### config.mk
export PLATFORM = sky130hd
export DESIGN_NAME = spi_slv_regbank
export DESIGN_NICKNAME = d
export VERILOG_FILES = /design/src/rtl/spi_slv_pkg.sv /design/src/rtl/spi_slv_sync.sv /design/src/rtl/spi_slv_regbank.sv
export SDC_FILE = /design/constraint.sdc
export NUM_CORES = 1
export LEC_CHECK = 0
export BUFFER_PORTS_ARGS = -buffer_cell sky130_fd_sc_hd__buf_2
export CORE_ASPECT_RATIO = 0.8
export CORE_MARGIN = 1.5
export CORE_UTILIZATION = 40
export DETAILED_ROUTE_END_ITERATION = 10
export PLACE_DENSITY = 0.58
export SYNTH_ARGS = -nofsm -noshare
export SYNTH_HDL_FRONTEND = slang
export SYNTH_SLANG_ARGS = --single-unit
### constraint.sdc
create_clock -name mclk -period 4.45 [get_ports mclk]
set_clock_uncertainty 0.2 [all_clocks]
set_input_delay 0.89 -clock mclk [delete_from_list [all_inputs] [get_ports mclk]]
set_output_delay 0.89 -clock mclk [all_outputs]
set_load 0.02 [all_outputs]
### src/rtl/spi_slv_pkg.sv
// Shared defaults and helpers for the SPI slave register-bank model.
package spi_slv_pkg;

   localparam int FRAME_W_DEF  = 60;
   localparam int ADDR_W_DEF   = 10;
   localparam int ADDR_MSB_DEF = 57;
   localparam int DEPTH_DEF    = 32;
   localparam int OUT_W_DEF    = 64;

   localparam logic [9:0] RD_REQ_ADDR_DEF  = 10'h009;
   localparam logic [9:0] RD_EXIT_ADDR_DEF = 10'h001;

   // Widest frame the address helper accepts.
   localparam int MAX_W = 256;

   // Pull the address field frame[msb -: w] out as a zero-extended 32-bit value.
   function automatic logic [31:0] addr_of(input logic [MAX_W-1:0] frame,
                                           input int msb, input int w);
      logic [31:0] a;
      a = 32'(frame >> (msb - w + 1));
      if (w < 32) a = a & ((32'd1 << w) - 32'd1);
      return a;
   endfunction

endpackage

### src/rtl/spi_slv_sync.sv
// Two-flop synchroniser with a third stage for rise/fall detection.
module spi_slv_sync #(
   parameter logic RST_VAL = 1'b0
) (
   input  logic mclk,
   input  logic rst,
   input  logic din,
   output logic dout,
   output logic rise,
   output logic fall
);

   logic s1, s2, s3;

   // Shift the pin through three stages; all start at the idle level.
   always_ff @(posedge mclk) begin
      if (rst) begin
         s1 <= RST_VAL;
         s2 <= RST_VAL;
         s3 <= RST_VAL;
      end else begin
         s1 <= din;
         s2 <= s1;
         s3 <= s2;
      end
   end

   assign dout = s2;
   assign rise = s2 & ~s3;
   assign fall = ~s2 & s3;

endmodule

### src/rtl/spi_slv_regbank.sv
// SPI mode-0 slave model with a directly addressed register bank.
// Optional read-back path (sticky read mode, tx shifter) is built when
// SPI_SLV_RDBACK_EN is defined; otherwise miso is pure rx loopback.
module spi_slv_regbank
   import spi_slv_pkg::*;
#(
   parameter int FRAME_W  = FRAME_W_DEF,
   parameter int ADDR_W   = ADDR_W_DEF,
   parameter int ADDR_MSB = ADDR_MSB_DEF,
   parameter int DEPTH    = DEPTH_DEF,
   parameter int OUT_W    = OUT_W_DEF,
   parameter logic [ADDR_W-1:0] RD_REQ_ADDR  = ADDR_W'(RD_REQ_ADDR_DEF),
   parameter logic [ADDR_W-1:0] RD_EXIT_ADDR = ADDR_W'(RD_EXIT_ADDR_DEF)
) (
   input  logic             mclk,
   input  logic             rst,
   input  logic             scl,
   input  logic             cs_n,
   input  logic             mosi,
   output logic             miso,
   output logic [OUT_W-1:0] wdao,
   output logic             wvld,
   output logic             ferr,
   output logic             rd_mode
);

   localparam int CNT_W = $clog2(FRAME_W + 2);
   localparam int IDX_W = (DEPTH > 1) ? $clog2(DEPTH) : 1;
   localparam logic [CNT_W-1:0] CNT_FULL = CNT_W'(FRAME_W);
   localparam logic [CNT_W-1:0] CNT_SAT  = CNT_W'(FRAME_W + 1);

   logic scl_lvl, scl_rise, scl_fall;
   logic cs_lvl, cs_rise, cs_fall;
   logic mosi_s, mosi_rise, mosi_fall;

   spi_slv_sync #(.RST_VAL(1'b0)) u_sync_scl (
      .mclk(mclk), .rst(rst), .din(scl),
      .dout(scl_lvl), .rise(scl_rise), .fall(scl_fall));
   spi_slv_sync #(.RST_VAL(1'b1)) u_sync_cs (
      .mclk(mclk), .rst(rst), .din(cs_n),
      .dout(cs_lvl), .rise(cs_rise), .fall(cs_fall));
   spi_slv_sync #(.RST_VAL(1'b0)) u_sync_mosi (
      .mclk(mclk), .rst(rst), .din(mosi),
      .dout(mosi_s), .rise(mosi_rise), .fall(mosi_fall));

   logic unused_sync;
   assign unused_sync = ^{scl_lvl, cs_lvl, mosi_rise, mosi_fall};

   logic [1:0]         settle;
   logic               active;
   logic               cs_start;
   logic [CNT_W-1:0]   bit_cnt;
   logic [FRAME_W-1:0] rx_sr;
   logic [FRAME_W-1:0] wr_data;
   logic [FRAME_W-1:0] regs [DEPTH];
   logic [31:0]        commit_addr;
   logic               addr_in;

   // The cs_n synchroniser resets high, so a pin held low across reset
   // release shows a fall ~2 cycles later; ignoring falls until the
   // pipeline has flushed keeps that from opening a frame.
   assign cs_start = cs_fall & (settle == 2'd3);

   // Frame reception: bit counting, rx shifting, commit or discard on cs_n rise.
   always_ff @(posedge mclk) begin
      if (rst) begin
         settle  <= 2'd0;
         active  <= 1'b0;
         bit_cnt <= '0;
         rx_sr   <= '0;
         wr_data <= '0;
         wvld    <= 1'b0;
         ferr    <= 1'b0;
      end else begin
         wvld <= 1'b0;
         ferr <= 1'b0;
         if (settle != 2'd3) settle <= settle + 2'd1;
         if (cs_start) begin
            active  <= 1'b1;
            rx_sr   <= '0;
            bit_cnt <= '0;
         end else if (cs_rise) begin
            // scl edges coinciding with cs_n rise are dropped here
            active <= 1'b0;
            if (active) begin
               if (bit_cnt == CNT_FULL) begin
                  wr_data <= rx_sr;
                  wvld    <= 1'b1;
               end else begin
                  ferr <= 1'b1;
               end
            end
         end else if (active && scl_rise) begin
            rx_sr <= {rx_sr[FRAME_W-2:0], mosi_s};
            if (bit_cnt != CNT_SAT) bit_cnt <= bit_cnt + 1'b1;
         end
      end
   end

   assign wdao        = OUT_W'(wr_data);
   assign commit_addr = addr_of(MAX_W'(wr_data), ADDR_MSB, ADDR_W);
   assign addr_in     = commit_addr < 32'(DEPTH);

   // Register bank: written in the commit cycle, out-of-range addresses dropped.
   always_ff @(posedge mclk) begin
      if (rst) begin
         for (int i = 0; i < DEPTH; i++) regs[i] <= '0;
      end else if (wvld && addr_in) begin
         regs[commit_addr[IDX_W-1:0]] <= wr_data;
      end
   end

`ifdef SPI_SLV_RDBACK_EN
   logic [FRAME_W-1:0] rd_data;
   logic [FRAME_W-1:0] tx_sr;
   logic [31:0]        tgt;
   logic               tgt_in;

   assign tgt    = 32'(wr_data[ADDR_W-1:0]);
   assign tgt_in = tgt < 32'(DEPTH);

   // Read mode control: request captures the target (bypassing the bank when
   // the target is the register being written this cycle), exit clears mode.
   always_ff @(posedge mclk) begin
      if (rst) begin
         rd_data <= '0;
         rd_mode <= 1'b0;
      end else if (wvld) begin
         if (commit_addr == 32'(RD_REQ_ADDR)) begin
            rd_mode <= 1'b1;
            if (!tgt_in)                  rd_data <= '0;
            else if (tgt == commit_addr)  rd_data <= wr_data;
            else                          rd_data <= regs[tgt[IDX_W-1:0]];
         end else if (commit_addr == 32'(RD_EXIT_ADDR)) begin
            rd_mode <= 1'b0;
         end
      end
   end

   // Tx shifter: reloaded at each frame start, shifted out MSB first on scl fall.
   always_ff @(posedge mclk) begin
      if (rst) begin
         tx_sr <= '0;
      end else if (cs_start) begin
         if (rd_mode) tx_sr <= rd_data;
      end else if (active && scl_fall && !cs_rise && rd_mode) begin
         tx_sr <= {tx_sr[FRAME_W-2:0], 1'b0};
      end
   end

   assign miso = rd_mode ? tx_sr[FRAME_W-1] : rx_sr[FRAME_W-1];
`else
   logic unused_cfg;
   assign unused_cfg = ^{RD_REQ_ADDR, RD_EXIT_ADDR};
   assign rd_mode    = 1'b0;
   assign miso       = rx_sr[FRAME_W-1];
`endif

endmodule

# --- Word-level counts from Yosys, hierarchy flattened ---
# Cells that the tools add are included.
# Widths: inputs -> output; s select.
op_classes:
  bitwise: 10
  n_eq_ne: 4
  add_sub_neg: 2
  n_reduce_logical: 7
  n_mux: 4
ops:
  columns: ["operator", "count"]
  rows:
  - ["$add 6x1->6 const B", 1]
  - ["$eq 6x6->1 const B", 1]
  - ["$ne 6x6->1 const B", 1]
  - ["$not 1->1", 6]
  - ["$and 1x1->1", 4]
  - ["$mux 1", 4]
  - ["$reduce_and 4->1", 1]
  - ["$reduce_or 4->1", 1]
  - ["$reduce_and 3->1", 1]
  - ["$add 2x1->2 const B", 1]
  - ["$eq 2x2->1 const B", 1]
  - ["$ne 2x2->1 const B", 1]
  - ["$reduce_and 2->1", 1]
  - ["$reduce_bool 2->1", 1]
  - ["$reduce_or 2->1", 1]
  - ["$logic_and 1x1->1", 1]
totals:
  output_inout_bits: 68
  regBits: 139
  word_cells: 42

# --- Longest topological paths before layout ---
# Gate-level depths: netlist (run 1).
depth:
  depth_word: 5
  ltp_mapped: 8

# --- Modules after synthesis ---
# From an unflattened synthesis (run 1), not the netlist that was laid out.
unflattened:
  hier_cells: 611
  area_unflattened_um2: 5640.4
modules_own_cells:
  columns: ["module", "instances", "cells_per_inst", "area_each_um2", "seq_area_each_um2"]
  rows:
  - ["spi_slv_regbank", 1, 587, 5365.1, 2622.5]
  - ["spi_slv_sync (u_sync_mosi ...)", 2, 8, 91.3, 60.1]
  - ["spi_slv_sync (u_sync_cs)", 1, 8, 92.6, 60.1]

# --- Worst setup path after synthesis (run 1) ---
# Ideal clock, no wire load.
synth_path:
  path_type: "in2reg"
  start: "input port rst"
  end: "register bit_cnt[4]"
  setup_ps: 70
  t_arrival_ps: 1879
  path_stages: 6
  required_ps: 4180
  slack_ps: 2301
  path_cell_list: "clkbuf_1 > or2_2 > clkbuf_1 > buf_2 > buf_2 > a21oi_1"
synth_via:
  elab_chain_cells: 1
synth_lines:
  columns: ["item", "line", "rtl"]
  rows:
  - ["start: declaration", "spi_slv_regbank.sv:16", "input logic rst,"]
  - ["$reduce_or 2->1 (no line)", null, null]
  - ["end signal: assignment", "spi_slv_regbank.sv:95", "if (bit_cnt != CNT_SAT) bit_cnt <= bit_cnt + 1'b1;"]
  - ["end: declaration", "spi_slv_regbank.sv:52", "logic [CNT_W-1:0] bit_cnt;"]
# Every way passes these cells.
# A chain may end at the register's enable or synchronous reset.

# --- Worst setup path in the final report (run 1) ---
layout_path:
  start: "register bit_cnt[0]"
  end: "register wr_data[5]"
layout_via:
  elab_chain_cells: 2
layout_lines:
  columns: ["item", "line", "rtl"]
  rows:
  - ["$eq 6x6->1", "spi_slv_regbank.sv:86", "if (bit_cnt == CNT_FULL) begin"]
  - ["$reduce_and 4->1 (no line)", null, null]
  - ["end signal: assignment", "spi_slv_regbank.sv:87", "wr_data <= rx_sr;"]
  - ["end: declaration", "spi_slv_regbank.sv:54", "logic [FRAME_W-1:0] wr_data;"]
# Every way passes these cells.

==> impl_metrics.toml, run 1 <==
[floorplanning]
io_pins = 73
initial_core_util_pct = 40.7
core_um2 = 12100
die_w_um = 127
die_h_um = 102
num_rows = 36
dieArea_um2 = 13000

[min_path]
hold_path_class = "reg -> reg"
worstHoldPathCells = 1
min-delay-start = "u_sync_cs.s1$_SDFF_PP1_"
holdPathEnd = "u_sync_cs.dout$_SDFF_PP1_"

[synthesis]
synth_top_family_by_area = "simple AND/OR/NAND/NOR gates"
synthesis.area_um2 = 4930
synth_edf_count = 0
yosysTopAreaCell = "dfxtp_1"
yosysMostFrequentCell = "nand2_1"
ys_async_sr_fraction_pct = 0
synth_seq_cells = 139
yosys.area_share.simple_pct = 22.4
ys_seq_area_share_pct = 56.4
synth-xor-area-share_pct = 0.355
synth-main-ff-cell = "dfxtp_1"
synth_fa_ha_area_share_pct = 1.01
ys_types = 31
synth_compound_area_share_pct = 13.7
synth.avg_cell_area_um2 = 8.17
yosysWarnings = 0
synth_cells = 604
synth.area.top_cells = "dfxtp_1 56%, nand2_1 18%, a21oi_1 13%"
synth_top_area_share_pct = 56.4
synth.mux.area_fraction_pct = 0.406
synth.top_cells.by_count = "242 x nand2_1, 139 x dfxtp_1, 125 x a21oi_1"

[worst_setup_path]
ff2ff_path_depth = 7
cp.required_ns = 4.58
worst_ep_arrival_time_ns = 2.61
startpoint_type = "register"
crit-reg2reg-capture = "wr_data[5]$_SDFFE_PP0P_"
crit_type = "reg -> reg"
cp-end-kind = "register"
reg2reg_from = "bit_cnt[0]$_SDFFE_PP0P_"
rrSetupSlack_ns = 1.98
crit_fanout = 33

[sta]
period_share_pct = 55.6
rsz0062_at_grt = "no"
fin_tns_setup_ns = 0
slew_viol_final = 0
setup_viol = 0
min_period_ns = 2.47
slew_headroom_pct = 24.0
fmax_mhz = 404
tightest_slew_ns = 1.14
hold_violations = 0

[cells_and_area]
layout-drive-gt1-share_pct = 16.4
fin_area_um2 = 5790
finalNetCount = 660
fillCellCount = 1204
diodes = 0
final_cells = 812
areaGrowthSynthToFinish_pct = 17.3
utilization_pct = 47.8

[detailed_routing]
drt_wl_total_mm = 9.82
ant_nets = 0
vias = 3843
remaining_drc_errors = 0
post_drt_wl_per_cell_um = 12.1
first_iter_violations = 228
firstDrtPassIters = 4
viasPerCell = 4.73

[global_route]
grt_antenna_before_repair = 0
grt_overflow_total = 0
grt_pass1_vias = 3611
grt_pass1_wl_mm = 16.5
grt_max_degree = 72
grt_use_total_pct = 16.0

[power]
p_per_area_nw_per_um2 = 442
power.total_uw = 2560
vdd_ir_drop_max_mv = 0.293
leakage_uw = 0.00214

[placement]
dp_hpwl_mm = 5.82
numPortBuffers = 67
dp_cells = 784
placed_cell_area_um2 = 5260
gp_congestion = 0.691

[clock_tree]
cts-root-buf = "clkbuf_16"
cts_tree = "done"
post_cts_resized = 0
cts_hold_buffers = 0
cts_made_buffers = 17
clkTransAtPathRegs_ns = 0.05
clock_sinks = 139
h-tree-depth = 4
post_cts_buffers = 0
clk_path_buf_depth = 2
worst_skew_pair.late_latency_ns = 0.40

[run_status]
status = "finished, final reports clean"

[flow_run]
cap_violations = 0
placed cells by master (no fill, tap or decap), drive strengths merged, types with 2 or more instances in the layout:
| cell | netlist | layout |
|---|---|---|
| ha | 4 | 4 |
| conb | 1 | 5 |
| nor2 | 6 | 6 |
| or3 | 4 | 4 |
| a21oi | 125 | 125 |
| clkinv | 0 | 2 |
| nand2 | 242 | 242 |
| nor3 | 2 | 2 |
| nand3 | 3 | 3 |
| inv | 5 | 5 |
| clkbuf | 19 | 26 |
| nor2b | 5 | 5 |
| o21ai | 3 | 3 |
| dfxtp | 139 | 139 |
| buf | 28 | 71 |
| or2 | 5 | 5 |
| mux2i | 2 | 2 |
per-stage QoR:
| stage | worst slack [ns] | hold WS (ns) |
|---|---|---|
| global placement | 1.98 | 0.204 |
| global route | 1.74 | 0.230 |
| floorplan | 2.30 | 0.189 |
| CTS | 1.95 | 0.224 |
| finish | 1.98 | 0.218 |
| detailed placement | 1.94 | 0.210 |
critical path, stage by stage (launching register included):
cell and delay (ns):
dfxtp_1 0.34, inv_1 0.10, ha_1 0.14, inv_1 0.07
nor3_4 0.80, buf_4 0.47, nand2_1 0.13, a21oi_1 0.13
cell type report:
type	instances	area (um^2)	share of cell area (%)
Clock buffer	26	519	8.97
Clock inverter	2	10.0	0.173
Inverter	5	18.8	0.324
Multi-Input combinational cell	417	1900	32.8
Sequential cell	139	2780	48.1
Tap cell	152	190	3.29
Timing Repair Buffer	71	365	6.31
sequential cells by signal (all words and copies together), names as in the netlist:
| name | cells |
|---|---|
| rx_sr | 60 |
| wr_data | 60 |
| bit_cnt | 6 |
| settle | 2 |
| active | 1 |
| ferr | 1 |
| u_sync_cs.dout | 1 |
| u_sync_cs.s1 | 1 |
| u_sync_cs.s3 | 1 |
| u_sync_mosi.dout | 1 |
| u_sync_mosi.s1 | 1 |
| u_sync_scl.dout | 1 |
| u_sync_scl.s1 | 1 |
| u_sync_scl.s3 | 1 |
| wvld | 1 |
power by group:
part	leakage [uW]	internal [uW]	switching (uW)
Clock	0.000264	787	470
Sequential	0.00112	1250	3.63
Combinational	0.000758	10.9	32.0
Total	0.00214	2050	506
kinds of logic after synthesis:
family | count (synthesis)
buffers and inverters | 52
multiplexers | 2
AND/OR/NAND/NOR | 274
AO/OA/AOI/OAI | 130
XOR/XNOR | 2
adder cells (fa/ha/maj) | 4
flip-flops | 139
other | 1
layer usage:
metal,GRT usage (%),share of wire [%]
met3,4.50,4.0
met1,19.8,50
met2,26.8,45
met4,6.56,1.2
met5,0,0
how the worst max path moves through the flow:
| stage | from | to | slack (ns) | depth (start not counted) |
|---|---|---|---|---|
| 3_3_place_gp | bit_cnt[2]$_SDFFE_PP0P_ | wr_data[5]$_SDFFE_PP0P_ | 1.98 | 5 |
| 4_1_cts | bit_cnt[0]$_SDFFE_PP0P_ | wr_data[5]$_SDFFE_PP0P_ | 1.95 | 7 |
| 5_1_grt | bit_cnt[0]$_SDFFE_PP0P_ | wr_data[56]$_SDFFE_PP0P_ | 1.74 | 7 |
| 3_5_place_dp | bit_cnt[0]$_SDFFE_PP0P_ | wr_data[5]$_SDFFE_PP0P_ | 1.94 | 7 |
| 6_report | bit_cnt[0]$_SDFFE_PP0P_ | wr_data[5]$_SDFFE_PP0P_ | 1.98 | 7 |
| 2_1_floorplan | rst | bit_cnt[4]$_SDFFE_PP0P_ | 2.30 | 6 |
Power figures use the tool's default switching activity.
==> run 2: changes to the inputs <==
- ABC_AREA: unset -> 1
- clock period: 4.45 -> 2.4 ns (I/O delays scaled with it)
==> run 2 against run 1 <==
Critical path type unchanged. Fmax grew 28%. Largest cell class unchanged. Worst hold slack lost 0.16 ns. Combinational power grew to 2.8 times the previous value. Setup slack lost 1.5 ns.
==> impl_metrics.toml, run 2 <==
[clock_tree]
post_cts_buffers = 0
cts_made_buffers = 17
clkTransAtPathRegs_ns = 0.05
cts_hold_buffers = 0
worst_skew_pair.late_latency_ns = 0.41
cts_tree = "done"
h-tree-depth = 4
clk_path_buf_depth = 2
clock_sinks = 139
post_cts_resized = 0
cts-root-buf = "clkbuf_16"

[cells_and_area]
final_cell_mix = "139 x dfxtp_1, 134 x nor2_1, 95 x a21oi_1"
finalNetCount = 755
top_regs = "rx_sr x60, wr_data x60, bit_cnt x6"
final_common_cell = "dfxtp_1"
layout-drive-gt1-share_pct = 15.2
diodes = 0
fillCellCount = 1294
areaGrowthSynthToFinish_pct = 18.0

[floorplanning]
die_w_um = 133
num_rows = 37
dieArea_um2 = 14200
io_pins = 73
die_h_um = 107
initial_core_util_pct = 41.6
core_um2 = 13000

[worst_setup_path]
cp.required_ns = 2.50
ff2ff_path_depth = 7
worst_path_largest_cell_delay_ns = 0.47
cp-end-kind = "register"
crit_family = "buffers and inverters"
critPathSlowestCell = "buf_4"
crit_fanout = 49
critPathBufInv = 2
crit_chain = "inv_1 > ha_1 > nor3b_4 > buf_4 > nand3b_1 > nand2_1 > nor2_1"
startpoint_type = "register"
worst_ep_arrival_time_ns = 2.03
crit_type = "reg -> reg"
path_depth = 7

[sta]
period_share_pct = 80.3
slew_headroom_pct = 64.9
tightest_slew_ns = 0.527
rsz0062_at_grt = "no"
fmax_mhz = 519
slew_viol_final = 0
fin_ws_ns = 0.473
min_period_ns = 1.93
hold_violations = 0
fin_tns_setup_ns = 0
setup_viol = 0

[min_path]
hold_path_class = "in -> reg"
worstHoldPathCells = 2

[global_route]
grt_antenna_before_repair = 0
grt_use_total_pct = 16.3
grt_pass1_vias = 4127
grt_max_degree = 122
grt_overflow_total = 0
grt_pass1_wl_mm = 18.7

[synthesis]
synth_compound_area_share_pct = 14.4
ys_seq_area_share_pct = 51.4
yosys.area_share.simple_pct = 24.1
synthesis.area_um2 = 5410
ys_types = 21
synth.mux.area_fraction_pct = 0
synth_fa_ha_area_share_pct = 0.925
ys_async_sr_fraction_pct = 0
synth.top_cells.by_count = "139 x dfxtp_1, 136 x nor2_1, 95 x a21oi_1"
yosysTopAreaCell = "dfxtp_1"
synth_edf_count = 0
synth-main-ff-cell = "dfxtp_1"
synth.avg_cell_area_um2 = 7.70
synth_top_area_share_pct = 51.4
yosysWarnings = 0
synth_top_family_by_area = "simple AND/OR/NAND/NOR gates"
yosysMostFrequentCell = "dfxtp_1"
synth.area.top_cells = "dfxtp_1 51%, nor2_1 9.4%, a21oi_1 8.8%"
synth_cells = 703
synth_seq_cells = 139
synth-xor-area-share_pct = 0.324

[detailed_routing]
remaining_drc_errors = 0
firstDrtPassIters = 4
viasPerCell = 4.81
drt_wl_total_mm = 11.0
ant_nets = 0
first_iter_violations = 272
vias = 4491
post_drt_wl_per_cell_um = 11.7

[power]
p_sw_share_pct = 20.8
p_seq_share_pct = 48.2
clockPowerShare_pct = 49.3
vdd_ir_drop_max_mv = 0.426
comb_power_share_pct = 2.4
p_int_uw = 3840
p_per_area_nw_per_um2 = 759
leakage_uw = 0.00280
power.total_uw = 4850
p_sw_uw = 1010

[placement]
dp_hpwl_mm = 6.64
numPortBuffers = 67
gp_congestion = 0.771
preCtsSetupSlack_ns = 0.483

[flow_run]
cap_violations = 0

[run_status]
status = "finished, final reports clean"
run 2: worst paths after layout:
kind	start	slack, ns	to
max	bit_cnt[0]$_SDFFE_PP0P_	0.47	wr_data[54]$_SDFFE_PP0P_
min	cs_n	0.06	u_sync_cs.s1$_SDFF_PP1_
max reg2reg	bit_cnt[0]$_SDFFE_PP0P_	0.47	wr_data[54]$_SDFFE_PP0P_
min reg2reg	u_sync_scl.s1$_SDFF_PP0_	0.20	u_sync_scl.dout$_SDFF_PP0_
run 2: cells by family (layout without fill, tap and decap cells):
logic type               count (synthesis)  count (layout)
AND/OR/NAND/NOR                        295             295
adder cells (fa/ha/maj)                  4               4
AO/OA/AOI/OAI                          156             156
XOR/XNOR                                 2               2
flip-flops                             139             139
buffers and inverters                  106             158
other                                    1               5
run 2: final cells by class:
type	instances	area [um^2]	area share [%]
Multi-Input combinational cell	462	2190	34.4
Sequential cell	139	2780	43.6
Inverter	48	180	2.82
Clock buffer	25	515	8.07
Clock inverter	7	37.5	0.588
Tap cell	175	219	3.43
Timing Repair Buffer	78	455	7.13
run 2: metal layers:
| layer | track usage [%] | vias up | part of all wire [%] | wire length, um |
|---|---|---|---|---|
| met5 | 0 | - | 0 | 0 |
| met4 | 6.99 | 0 | 1.1 | 123 |
| met3 | 4.44 | 9 | 4.1 | 452 |
| met2 | 25.9 | 90 | 44 | 4820 |
| met1 | 20.9 | 2038 | 51 | 5550 |
| li1 | - | 2354 | - | - |
run 2: per-stage QoR:
stage | cells | area, um^2 | hold WS [ns] | utilization, %
after floorplan | 707 | 5430 | 0.188 | -
after global placement | 902 | 5830 | 0.192 | 44.8
after detailed placement | 902 | 5830 | 0.202 | 44.8
after CTS | 934 | 6380 | 0.0429 | 49.1
after global routing | 934 | 6380 | 0.0582 | 49.1
final | 934 | 6380 | 0.0569 | 49.1
run 2: power by group through the flow:
| stage | sequential [uW] | clock, uW | combinational, uW |
|---|---|---|---|
| global placement | 2390 | 0 | 114 |
| CTS | 2340 | 2450 | 120 |
| global route | 2340 | 2560 | 136 |
| finish | 2340 | 2390 | 118 |
| detailed placement | 2390 | 0 | 119 |
| floorplan | 2380 | 0 | 97.2 |
==> run 3: changes to the inputs <==
- PLACE_DENSITY: 0.58 -> 0.6
- clock period: 2.4 -> 1.68 ns (I/O delays scaled with it)
==> run 3 against run 2 <==
Die area stayed put. Utilization is 4.1 points higher. Register-to-register slack worse by 0.43 ns. Critical path depth is 1 higher. Cell area is 8.4% higher. Wire length is 15% higher. Total power is 45% higher. Combinational power is 67% higher. Global-route usage is 0.40 points higher. Critical path type unchanged. Largest cell class unchanged.
==> impl_metrics.toml, run 3 (synthesized netlist as in run 2, its figures left out) <==
[cells_and_area]
seqCellArea_um2 = 2790
multiInputGateArea_um2 = 2260
finalNetCount = 784
utilization_pct = 53.2
fin_area_um2 = 6920
diodes = 0
areaGrowthSynthToFinish_pct = 27.9
top_regs = "rx_sr x60, wr_data x60, bit_cnt x6"
fillCellCount = 1234
final_cells = 962
final_common_cell = "dfxtp_1"
layout-drive-gt1-share_pct = 19.8
final_cell_mix = "137 x dfxtp_1, 134 x nor2_1, 95 x a21oi_1"

[sta]
fin_tns_setup_ns = 0
slew_viol_final = 0
fmax_mhz = 613
hold_violations = 0
rsz0062_at_grt = "yes"
setup_viol = 0
min_period_ns = 1.63
period_share_pct = 97.2

[global_route]
grt_max_degree = 63
grt_pass1_wl_mm = 19.2
grt_pass1_vias = 4233
grt_overflow_total = 0
grt_antenna_before_repair = 0
grt_use_total_pct = 16.7

[power]
p_int_uw = 5570
leakage_uw = 0.00302
comb_power_share_pct = 2.8
p_seq_share_pct = 47.5
power.total_uw = 7030
p_per_area_nw_per_um2 = 1020
clockPowerShare_pct = 49.7
p_sw_uw = 1450
vdd_ir_drop_max_mv = 0.706
p_sw_share_pct = 20.7

[worst_setup_path]
reg2reg_from = "bit_cnt[1]$_SDFFE_PP0P_"
critPathBufInv = 3
worst_ep_arrival_time_ns = 1.74
cp.required_ns = 1.79
startpoint_type = "register"
crit_type = "reg -> reg"
critPathSlowestCell = "dfxtp_2"
crit_family = "buffers and inverters"
crit_fanout = 10
cp-end-kind = "register"
worst_path_largest_cell_delay_ns = 0.33
cp-startpoint = "bit_cnt[1]$_SDFFE_PP0P_"
crit_chain = "inv_2 > ha_4 > nor3b_4 > buf_6 > clkbuf_16 > nand3_1 > nand2_1 > nor2_1"

[flow_run]
cap_violations = 0

[detailed_routing]
remaining_drc_errors = 0
wl_met3_um = 655
highest_layer = "met4"
viasPerCell = 4.90
vias = 4712
drt_wl_total_mm = 12.6
ant_nets = 0
drt-met1-wl_mm = 6.12
wl_met2_mm = 5.70
first_iter_violations = 293
firstDrtPassIters = 4
post_drt_wl_per_cell_um = 13.0

[floorplanning]
core_um2 = 13000
initial_core_util_pct = 41.6
die_w_um = 133
dieArea_um2 = 14200
num_rows = 37
die_h_um = 107
io_pins = 73

[placement]
dp_cells = 914
placed_cell_area_um2 = 5980
numPortBuffers = 67
dp_hpwl_mm = 6.85
gp_congestion = 0.720

[clock_tree]
cts_made_buffers = 17
cts-root-buf = "clkbuf_16"
clk_path_buf_depth = 2
clock_sinks = 139
worst_skew_pair.late_latency_ns = 0.42
cts_tree = "done"
clkTransAtPathRegs_ns = 0.06
h-tree-depth = 4

[run_status]
status = "finished, final reports clean"

[min_path]
min-delay-start = "rst"
hold_path_class = "in -> reg"
[run 3: cell count changes in the layout (fill, tap and decap cells not counted), sizes merged]
cell / change
buf: +19
clkbuf: +6
dlygate4sd3: +3
clkinv: -2
bufinv: +1
clkinvlp: +1
[run 3: metal layers]
metal,up-vias,global-route usage [%]
met5,-,0
li1,2426,-
met1,2179,21.3
met3,6,5.58
met4,0,5.89
met2,101,26.5
[run 3: power groups by stage]
stage | logic (uW) | clock network, uW | registers, uW
global placement | 173 | 0 | 3410
finish | 197 | 3490 | 3340
floorplan | 139 | 0 | 3410
global route | 228 | 3730 | 3340
detailed placement | 178 | 0 | 3410
CTS | 183 | 3570 | 3340
[run 3: final timing paths]
kind                                 to  cells after the start  slack, ns
max reg2reg    wr_data[16]$_SDFFE_PP0P_                      8       0.05
max            wr_data[16]$_SDFFE_PP0P_                      8       0.05
min            u_sync_scl.s1$_SDFF_PP0_                      2       0.02
min reg2reg  u_sync_scl.dout$_SDFF_PP0_                      2       0.20
[run 3: what timing repair did]
item | in CTS | in global routing
hold buffers | 3 | 0
setup buffers | 0 | 4
endpoints found under the setup margin | 0 | 118
resized for setup | 0 | 31
hold endpoints to repair | 3 | 0
[run 3: through the flow]
step | hold WS [ns] | worst slack [ns]
global placement | 0.191 | 0.0821
floorplan | 0.188 | 0.0882
CTS | 0.00255 | 0.0132
global route | 0.0136 | -0.0343
finish | 0.0161 | 0.0475
detailed placement | 0.199 | 0.0321
[run 3: worst reg2reg max path, cell delays in order, from the launching register on]
cell	delay (ns)
dfxtp_2	0.33
inv_2	0.07
ha_4	0.12
nor3b_4	0.22
buf_6	0.21
clkbuf_16	0.18
nand3_1	0.07
nand2_1	0.08
nor2_1	0.04
[run 3: layout make-up]
| type | count | share of cell area, % |
|---|---|---|
| sequential | 139 | 40.2 |
| multi-input combinational | 462 | 32.6 |
| timing repair buffer | 107 | 13.3 |
| clock buffer | 24 | 7.10 |
| tap | 175 | 3.16 |
| inverter | 48 | 2.64 |
| clock inverter | 7 | 0.940 |
